<file path="src/rtl/step_counter_pkg.sv">
// Shared encodings for the step counter responder: FSM states and run direction.
package step_counter_pkg;

   typedef enum logic [1:0] {
      ST_IDLE = 2'd0,
      ST_RUN  = 2'd1,
      ST_DONE = 2'd2
   } state_e;

   localparam logic DIR_BWD = 1'b0;
   localparam logic DIR_FWD = 1'b1;

endpackage

</file>
<file path="src/rtl/step_tick_divider.sv">
// Step tick divider: emits a tick once every PRESCALE clk cycles while run is high.
// Only instantiated when STEP_COUNTER_PRESCALE_EN is defined.
module step_tick_divider
   import step_counter_pkg::*;
#(
   parameter int unsigned PRESCALE = 1
) (
   input  logic clk,
   input  logic reset_n,
   input  logic clear,
   input  logic run,
   output logic tick
);

   // PRESCALE = 1 still needs a one-bit register; it just never leaves zero.
   localparam int unsigned DIV_W = (PRESCALE > 1) ? $clog2(PRESCALE) : 1;
   localparam logic [DIV_W-1:0] DIV_LAST = DIV_W'(PRESCALE - 1);

   logic [DIV_W-1:0] div_q;

   assign tick = (div_q == DIV_LAST);

   // Divider: cleared on command accept, advances only in RUN, wraps on tick.
   always_ff @(posedge clk or negedge reset_n) begin
      if (!reset_n) begin
         div_q <= '0;
      end else if (clear) begin
         div_q <= '0;
      end else if (run) begin
         if (tick) begin
            div_q <= '0;
         end else begin
            div_q <= div_q + DIV_W'(1);
         end
      end
   end

endmodule

</file>
<file path="src/rtl/step_counter_responder.sv">
// Step counter responder: accepts a run command (up to TOP or down to 0), steps count toward
// the terminal value and pulses finish for one cycle on arrival. abort cancels a run.
// Optional prescaled stepping is compiled in with STEP_COUNTER_PRESCALE_EN.
module step_counter_responder
   import step_counter_pkg::*;
#(
   parameter int unsigned WIDTH    = 4,
   parameter int unsigned PRESCALE = 1
) (
   input  logic             clk,
   input  logic             reset_n,
   input  logic             cmd_valid,
   input  logic             cmd_forward,
   output logic             cmd_ready,
   input  logic             abort,
   output logic [WIDTH-1:0] count,
   output logic             busy,
   output logic             finish
);

   localparam logic [WIDTH-1:0] TOP = {WIDTH{1'b1}};

   if (PRESCALE < 1) begin : gen_bad_prescale
      $error("PRESCALE must be at least 1");
   end

   state_e           state_q;
   logic [WIDTH-1:0] count_q;
   logic             dir_q;
   logic             accept;
   logic             tick;
   logic [WIDTH-1:0] terminal;

   assign accept   = cmd_valid && (state_q == ST_IDLE);
   assign terminal = (dir_q == DIR_FWD) ? TOP : '0;

`ifdef STEP_COUNTER_PRESCALE_EN
   step_tick_divider #(
      .PRESCALE (PRESCALE)
   ) u_divider (
      .clk     (clk),
      .reset_n (reset_n),
      .clear   (accept),
      .run     (state_q == ST_RUN),
      .tick    (tick)
   );
`else
   assign tick = 1'b1;
`endif

   // Run FSM; the terminal check precedes the step, so count never wraps.
   always_ff @(posedge clk or negedge reset_n) begin
      if (!reset_n) begin
         state_q <= ST_IDLE;
         count_q <= '0;
         dir_q   <= DIR_FWD;
      end else begin
         case (state_q)
            ST_IDLE: begin
               if (accept) begin
                  dir_q   <= cmd_forward;
                  state_q <= ST_RUN;
               end
            end
            ST_RUN: begin
               if (abort) begin
                  state_q <= ST_IDLE;
               end else if (count_q == terminal) begin
                  state_q <= ST_DONE;
               end else if (tick) begin
                  if (dir_q == DIR_BWD) begin
                     count_q <= count_q - WIDTH'(1);
                  end else begin
                     count_q <= count_q + WIDTH'(1);
                  end
               end
            end
            ST_DONE: begin
               state_q <= ST_IDLE;
            end
            default: begin
               state_q <= ST_IDLE;
            end
         endcase
      end
   end

   // Outputs decode straight from the registered state.
   always_comb begin
      cmd_ready = (state_q == ST_IDLE);
      busy      = (state_q == ST_RUN);
      finish    = (state_q == ST_DONE);
      count     = count_q;
   end

endmodule

</file>
<file path="config.mk">
export PLATFORM = sky130hd
export DESIGN_NAME = step_counter_responder
export DESIGN_NICKNAME = d
export VERILOG_FILES = /design/src/rtl/step_counter_pkg.sv /design/src/rtl/step_tick_divider.sv /design/src/rtl/step_counter_responder.sv
export SDC_FILE = /design/constraint.sdc
export NUM_CORES = 1
export LEC_CHECK = 0
export BUFFER_PORTS_ARGS = -buffer_cell sky130_fd_sc_hd__buf_2
export CORE_AREA = 2 2 39 41
export CTS_CLUSTER_SIZE = 28
export DETAILED_ROUTE_END_ITERATION = 6
export DIE_AREA = 0 0 41 43
export SLEW_MARGIN = 15
export SYNTH_ARGS = -nofsm -noshare
export SYNTH_HDL_FRONTEND = slang
export SYNTH_HIERARCHICAL = 1
export SYNTH_SLANG_ARGS = --single-unit
export TNS_END_PERCENT = 10
</file>
<file path="constraint.sdc">
create_clock -name clk -period 4.55 [get_ports clk]
set_input_delay 0.2275 -clock clk [delete_from_list [all_inputs] [get_ports clk]]
set_output_delay 0.2275 -clock clk [all_outputs]
set_load 0.03 [all_outputs]
</file>
# After elaboration in Yosys (flattened, before gate mapping)
# Cells that the tools add are included.
[word_totals] latchBits=0 romBits=0 word_cells=23 out_inout_bits=7 regBits=7 inputBits=5 mem_count=0 ramBits=0
[classes] n_shift=0 reduce_logical=5 add_sub_neg=2 n_div=0 mux=6 n_lt_le_gt_ge=0 n_bitwise=2 multipliers=0 n_eq_ne=5
[op_table] cell="$mux W4" count=2
[op_table] cell="$mux W2" count=3
[op_table] cell="$add A4 B1 Y4 const B" count=1
[op_table] cell="$eq A4 B4 Y1" count=1
[op_table] cell="$pmux W2 S2" count=1
[op_table] cell="$reduce_and A2 Y1" count=2
[op_table] cell="$sub A4 B1 Y4 const B" count=1
[op_table] cell="$ne A3 B2 Y1 const B" count=1
[op_table] cell="$reduce_and A3 Y1" count=1
[op_table] cell="$eq A2 B1 Y1 const B" count=1
[op_table] cell="$eq A2 B2 Y1 const B" count=1
[op_table] cell="$logic_not A2 Y1" count=1
[op_table] cell="$ne A2 B1 Y1 const B" count=1
[op_table] cell="$not A1 Y1" count=2
[op_table] cell="$logic_and A1 B1 Y1" count=1

# Logic depth before layout (Yosys ltp)
# Gate-level depths: netlist (run 1).
[logic_depth] word_depth=5 depth_mapped=6 ltp_nobuf=6

# Least setup slack after synthesis (run 1)
# OpenSTA, ideal clock, no wires.
[synth_timing] path_kind="reg-to-reg" from="register state_q[1]" to="register count_q[1], in the netlist count[1]" arrival_time_ps=1534 synth_period_minus_slack_ps=1659 n_path_buf=0 setup_time_ps=125 required_time_ps=4425 setup_slack_ps=2891 path_stages_with_launch=5 path_cell_list="dfrtp_1 nor2b_1 and2b_1 and2_4 mux2_4"
[synth_between] elab_chain_cells=2
[synth_rtl] item="from (decl)" line_no="step_counter_responder.sv:27" text="state_e state_q;"
[synth_rtl] item="from (signal assigned)" line_no="step_counter_responder.sv:54" text="state_q <= ST_IDLE;"
[synth_rtl] item="from (signal assigned)" line_no="step_counter_responder.sv:62" text="state_q <= ST_RUN;"
[synth_rtl] item="from (signal assigned)" line_no="step_counter_responder.sv:67" text="state_q <= ST_IDLE;"
[synth_rtl] item="$eq A2 B1 Y1"
[synth_rtl] item="net busy" line_no="step_counter_responder.sv:17" text="output logic busy,"
[synth_rtl] item="$reduce_and A3 Y1 (no source line)"
[synth_rtl] item="to (signal assigned)" line_no="step_counter_responder.sv:72" text="count_q <= count_q - WIDTH'(1);"
[synth_rtl] item="to (signal assigned)" line_no="step_counter_responder.sv:74" text="count_q <= count_q + WIDTH'(1);"
[synth_rtl] item="to (decl)" line_no="step_counter_responder.sv:28" text="logic [WIDTH-1:0] count_q;"
# The timed path passes the listed nets, and every way through them passes these cells.
# A chain may end at the register's enable or synchronous reset.

# Final worst setup path (run 1)
[layout_timing] from="register dir_q" to="register count_q[1], in the netlist count[1]"
[layout_between] elab_chain_cells=4 elab_cells_between_ends=5 classes_between="eq/ne (1); mux (2); bitwise (1); reduce/logical (1)"
[layout_rtl] item="from (decl)" line_no="step_counter_responder.sv:29" text="logic dir_q;"
[layout_rtl] item="from (signal assigned)" line_no="step_counter_responder.sv:61" text="dir_q <= cmd_forward;"
[layout_rtl] item="$mux W4" line_no="step_counter_responder.sv:35" text="assign terminal = (dir_q == DIR_FWD) ? TOP : '0;"
[layout_rtl] item="$eq A4 B4 Y1" line_no="step_counter_responder.sv:68" text="end else if (count_q == terminal) begin"
[layout_rtl] item="$not A1 Y1 (no source line)"
[layout_rtl] item="$reduce_and A3 Y1 (no source line)"
# Several ways; a longest one is shown, not always the timed one.

==> results of run 1 <==
[layout by cell type (no fill, tap or decap)]
cell type / synthesis / layout
buf_2: 0 / 11
dfrtp_1: 6 / 6
a21oi_1: 4 / 4
clkbuf_4: 0 / 3
nor2b_1: 2 / 2
and3_1: 2 / 2
and2b_1: 2 / 2
xnor2_1: 2 / 2
ha_1: 2 / 2
inv_1: 1 / 1
nor2_1: 1 / 1
nor3_1: 1 / 1
o211ai_2: 1 / 1
and2_4: 1 / 1
nand2_1: 1 / 1
nand2b_1: 1 / 1
mux2_4: 1 / 1
xor2_1: 1 / 1
nand3_1: 1 / 1
o211ai_1: 1 / 1
mux2_2: 1 / 1
fa_1: 1 / 1
clkbuf_1: 0 / 1
dfstp_2: 1 / 1
dlygate4sd3_1: 0 / 1
[flip-flops by register name, summed over array words and instances, names as in the netlist]
name / flops
dir_q: 1
count: 4
state_q: 2
[routing by layer]
layer	vias up	track usage (%)	share of wire (%)
met5	-	0	0
met4	0	8.00	0
met3	0	4.71	6.1
met2	12	13.1	47
met1	142	14.0	47
li1	148	-	-
[power by group through the flow]
stage               Clock, mW  Combinational, mW  Sequential (mW)
global route           0.0645              0.282            0.135
detailed placement          0              0.252            0.129
CTS                    0.0594              0.253            0.128
global placement            0              0.248            0.128
floorplan                   0              0.164            0.158
finish                 0.0567              0.251            0.127
[worst max-delay path, delay by kind of cell (launching register included)]
family                     cells  cell delay, ns
AOI/OAI and AO/OA              1            0.14
muxes                          1            0.29
DFF                            1            0.55
adders and majority gates      1            0.37
buffers and inverters          1            0.10
and+or+nand+nor                1            0.19
[area by class of cell]
type | instances | share of cell area, %
clock buffers | 4 | 5.24
inverters | 1 | 0.748
multi-input cells | 26 | 41.9
flip-flops and latches | 7 | 35.2
well taps | 16 | 3.99
repair buffers | 12 | 13.0
[path summary, 6_finish.rpt]
kind                         endpoint  slack [ns]  cells past startpoint       from
max reg2reg                  count[1]        2.80                      5      dir_q
min reg2reg                  count[3]        0.52                      1   count[3]
max in group asynchronous       dir_q        3.98                      2    reset_n
min                        state_q[0]        0.21                      3  cmd_valid
min in group asynchronous    count[1]        0.34                      2    reset_n
max                          count[1]        2.80                      5      dir_q
[cells by family after synthesis]
kind of cell	count (synthesis)	share of synthesized area, %
AOI/OAI and AO/OA	6	10.3
xor gates and xnor gates	3	6.73
adders and majority gates	3	11.5
buffers and inverters	1	0.961
DFF	7	45.2
muxes	2	6.73
and+or+nand+nor	12	18.6
[stage by stage]
| step | hold WS (ns) | power [mW] | util, % | setup WS [ns] |
|---|---|---|---|---|
| after floorplan | -0.0681 | 0.322 | - | 2.89 |
| after global placement | 0.0715 | 0.377 | 33.6 | 2.82 |
| after detailed placement | 0.0717 | 0.381 | 33.6 | 2.82 |
| after CTS | 0.204 | 0.441 | 36.3 | 2.80 |
| after global routing | 0.208 | 0.481 | 36.3 | 2.69 |
| final | 0.213 | 0.435 | 36.3 | 2.80 |
[Yosys cell counts (all sizes together)]
master  number  area [um2]
nor2         1        3.75
o211ai       2        20.0
nand2        1        3.75
fa           1        20.0
dfstp        1        26.3
inv          1        3.75
xnor2        2        17.5
and3         2        12.5
ha           2        25.0
nor2b        2        12.5
nor3         1        5.00
dfrtp        6         150
xor2         1        8.76
a21oi        4        20.0
nand2b       1        6.26
mux2         2        26.3
and2b        2        15.0
and2         1        8.76
nand3        1        5.00
[timing repair]
action                     4_1_cts  5_1_grt
setup buffers                    0        0
hold buffers                     1        0
setup endpoints to repair        0        0
hold endpoints to repair         6        0
==> impl_metrics.ini, run 1 <==
[clock_tree]
cts_resized = 0
htree_num_levels = 1
cts_made_buffers = 3
clock-sinks = 7
clk_path_buf_depth = 2
cts-root-buf = clkbuf_4
clkLatencyLatePin_ns = 0.25
clkTransAtPathRegs_ns = 0.05
cts_tree = built

[pwr]
p_comb_share_pct = 57.7
p_seq_share_pct = 29.3
p_leak_nw = 0.249
ir_drop_mv = 0.321
p_per_area_mw_per_mm2 = 867
p_sw_uw = 201
power.internal_uw = 234
switching_share_pct = 46.2
clockPowerShare_pct = 13.0

[sta]
fmax_ghz = 0.572
relSlewSlack_pct = 83.8
slew_viol_final = 0
fin_crit_sh_pct = 38.4
fin_skew_ns = 0.000909
fin_tns_setup_ns = 0
min_period_ns = 1.75
finalHoldViolCount = 0
rsz0062_at_grt = false
tightest_slew_ns = 0.243
setup_viol = 0

[outcome]
status = finished, final reports clean

[cells_and_area]
regArea_um2 = 176
fin_cells = 66
nets = 59
design_area_um2 = 502
multi_input_area_um2 = 210
drive_gt1_share_pct = 38.0
area_growth_pct = 28.5
fillers = 147
num_antenna_cells = 0

[synthesis]
yosys_register_bits = 7
synth_area_um2 = 390
syn-instance-count = 34
ys_seq_area_share_pct = 45.2
synth.distinct_cells = 21
synth_fp_nets = 42
synth.avg_cell_area_um2 = 11.5
yosys_warnings = 6

[worst_hold_path]
min_path_type = input port to flop

[grt]
grt_max_degree = 8
antenna_found_initial = 0
grt_util_all_layers_pct = 10.6
grt_pass1_vias = 280
grt_pass1_wl_um = 1200
grt_overflow_total = 0

[critical_path]
path_class = flop to flop
slowest_delay_ns = 0.55
crit_chain = inv_1, ha_1, o211ai_2, and2_4, mux2_4
crit_fanout = 5
crit_required_ns = 4.68
arrival_ns = 1.88
cp-start-kind = flop
worstSetupEndpointType = flop
cpMaxStageDelayCell = dfstp_2

[die]
fp.dieW_um = 41
start_util_pct = 28.2
core_mm2 = 0.00138
dieArea_mm2 = 0.00176
ios = 12
die_h_um = 43
placementRows = 14

[route]
vias = 302
firstDrtPassIters = 4
wl_um = 700
ant_nets = 0
drcViolationCount = 0
viasPerCell = 4.58
wl_per_cell_um = 10.6
drt-initial-drc-count = 10

[placement]
dp_hpwl_um = 564
gp_congestion = 0.798
dp_cells = 61
placed_cell_area_um2 = 465
io_buffers = 11

[flow_run]
maxCapViolCount = 0
Note: power is estimated with default switching activity, not from simulation.
==> run 2: changes to the inputs <==
clock period = 1.4 ns   (was 4.55 ns; I/O delays follow)
==> impl_metrics.ini, run 2 (synthesized netlist as in run 1, its figures left out) <==
[outcome]
status = complete, but fails checks
violations = setup timing

[pwr]
p_sw_uw = 773
p_per_area_mw_per_mm2 = 2930
p_leak_nw = 0.303
clockPowerShare_pct = 9.8
switching_share_pct = 41.8
power.internal_mw = 1.08
ir_drop_mv = 1.00
p_seq_share_pct = 23.8
p_comb_share_pct = 66.4

[clock_tree]
clock-sinks = 7
cts-root-buf = clkbuf_4
cts_made_buffers = 3
clkLatencyLatePin_ns = 0.25
htree_num_levels = 1
clk_path_buf_depth = 2
clkTransAtPathRegs_ns = 0.05
cts_tree = built

[cells_and_area]
num_antenna_cells = 0
largest_reg_flops = 4
layout_common_cells = buf_2 (11), buf_4 (8), dfrtp_1 (6), a21oi_1 (3), clkbuf_4 (3)
layout_commonest_cell = buf_2
area_growth_pct = 61.9
nets = 68
fin_cells = 75
fin_util_pct = 45.7
design_area_um2 = 632
drive_gt1_share_pct = 62.7

[sta]
fmax_ghz = 0.639
fin_crit_sh_pct = 112
setup_viol = 5
relSlewSlack_pct = 81.4
fin_tns_setup_ns = -0.639
fin_ws_ns = -0.164
rsz0062_at_grt = true
min_period_ns = 1.56
tightest_slew_ns = 0.280
finalHoldViolCount = 0
fin_skew_ns = 0.00130
slew_viol_final = 0

[die]
start_util_pct = 28.2
core_mm2 = 0.00138
die_h_um = 43
dieArea_mm2 = 0.00176
ios = 12
fp.dieW_um = 41
placementRows = 14

[route]
firstDrtPassIters = 1
wl_um = 781
wl_per_cell_um = 10.4
drcViolationCount = 0
viasPerCell = 4.36
vias = 327
ant_nets = 0
drt-initial-drc-count = 0

[worst_hold_path]
hp-start = cmd_forward
hold_path_end = dir_q
min_path_type = input port to flop
holdPathStages = 2

[grt]
grt_util_all_layers_pct = 11.0
grt_pass1_wl_um = 1260
grt_pass1_vias = 344
grt_overflow_total = 0
antenna_found_initial = 0
grt_max_degree = 8

[critical_path]
timing.rr.end = count[3]
arrival_ns = 1.70
r2r-start = dir_q
crit_fanout = 4
path_class = flop to flop
worstSetupEndpointType = flop
rr_worst_depth = 6
r2r_setup_slack_ns = -0.16
crit_required_ns = 1.53
cp-start-kind = flop

[placement]
dp_hpwl_um = 634
placed_cell_area_um2 = 541
dp_cells = 67
gp_congestion = 0.751
io_buffers = 11

[flow_run]
maxCapViolCount = 0
## run 2: power groups by stage
stage | Sequential, mW | Combinational (mW) | Clock (mW)
4_1_cts | 0.450 | 1.17 | 0.191
3_3_place_gp | 0.447 | 1.01 | 0
6_report | 0.440 | 1.23 | 0.180
2_1_floorplan | 0.537 | 0.601 | 0
3_5_place_dp | 0.446 | 1.02 | 0
5_1_grt | 0.464 | 1.34 | 0.203
## run 2: how the worst max path moves through the flow
stage	to	depth (start not counted)	from	slack (ns)
finish	count[3]	6	dir_q	-0.16
global route	count[3]	6	dir_q	-0.22
CTS	count[3]	6	dir_q	-0.20
detailed placement	count[3]	6	dir_q	-0.21
global placement	count[3]	6	dir_q	-0.19
floorplan	count[1]	5	dir_q	-0.16
## run 2: critical path, cell delays in order (launching register included)
cell,delay (ns)
dfstp_2,0.57
inv_4,0.06
ha_4,0.26
a21oi_2,0.15
and3_4,0.19
o211ai_1,0.10
xnor2_1,0.14
## run 2: repair_timing
action                                  in CTS  in global routing
pin swaps                                    6                  3
gates cloned                                 0                  0
resized for setup                            5                  1
endpoints found under the hold margin        7                  0
endpoints found under the setup margin       5                  6
hold buffers                                 1                  0
setup buffers                                2                  1
## run 2: final cells by class
class	count	area, um2
Clock buffer	4	26.3
Multi-Input combinational cell	26	267
Tap cell	16	20.0
Timing Repair Buffer	21	136
Sequential cell	7	176
Fill cell	135	752
Inverter	1	6.26
## run 2: metal layers
| metal | up-vias | GRT usage, % | wire length, um | part of all wire (%) |
|---|---|---|---|---|
| li1 | 168 | - | - | - |
| met1 | 152 | 12.1 | 339 | 43 |
| met2 | 7 | 16.9 | 412 | 53 |
| met3 | 0 | 1.57 | 29 | 3.7 |
| met4 | 0 | 10.0 | 0 | 0 |
| met5 | - | 0 | 0 | 0 |
## run 2: per-stage QoR
stage	worst slack [ns]	hold WS [ns]	total power, mW
final	-0.164	0.0550	1.85
after global routing	-0.221	0.0461	2.01
after CTS	-0.199	0.0443	1.81
after detailed placement	-0.206	-0.0882	1.47
after global placement	-0.186	-0.0907	1.45
after floorplan	-0.157	-0.226	1.14
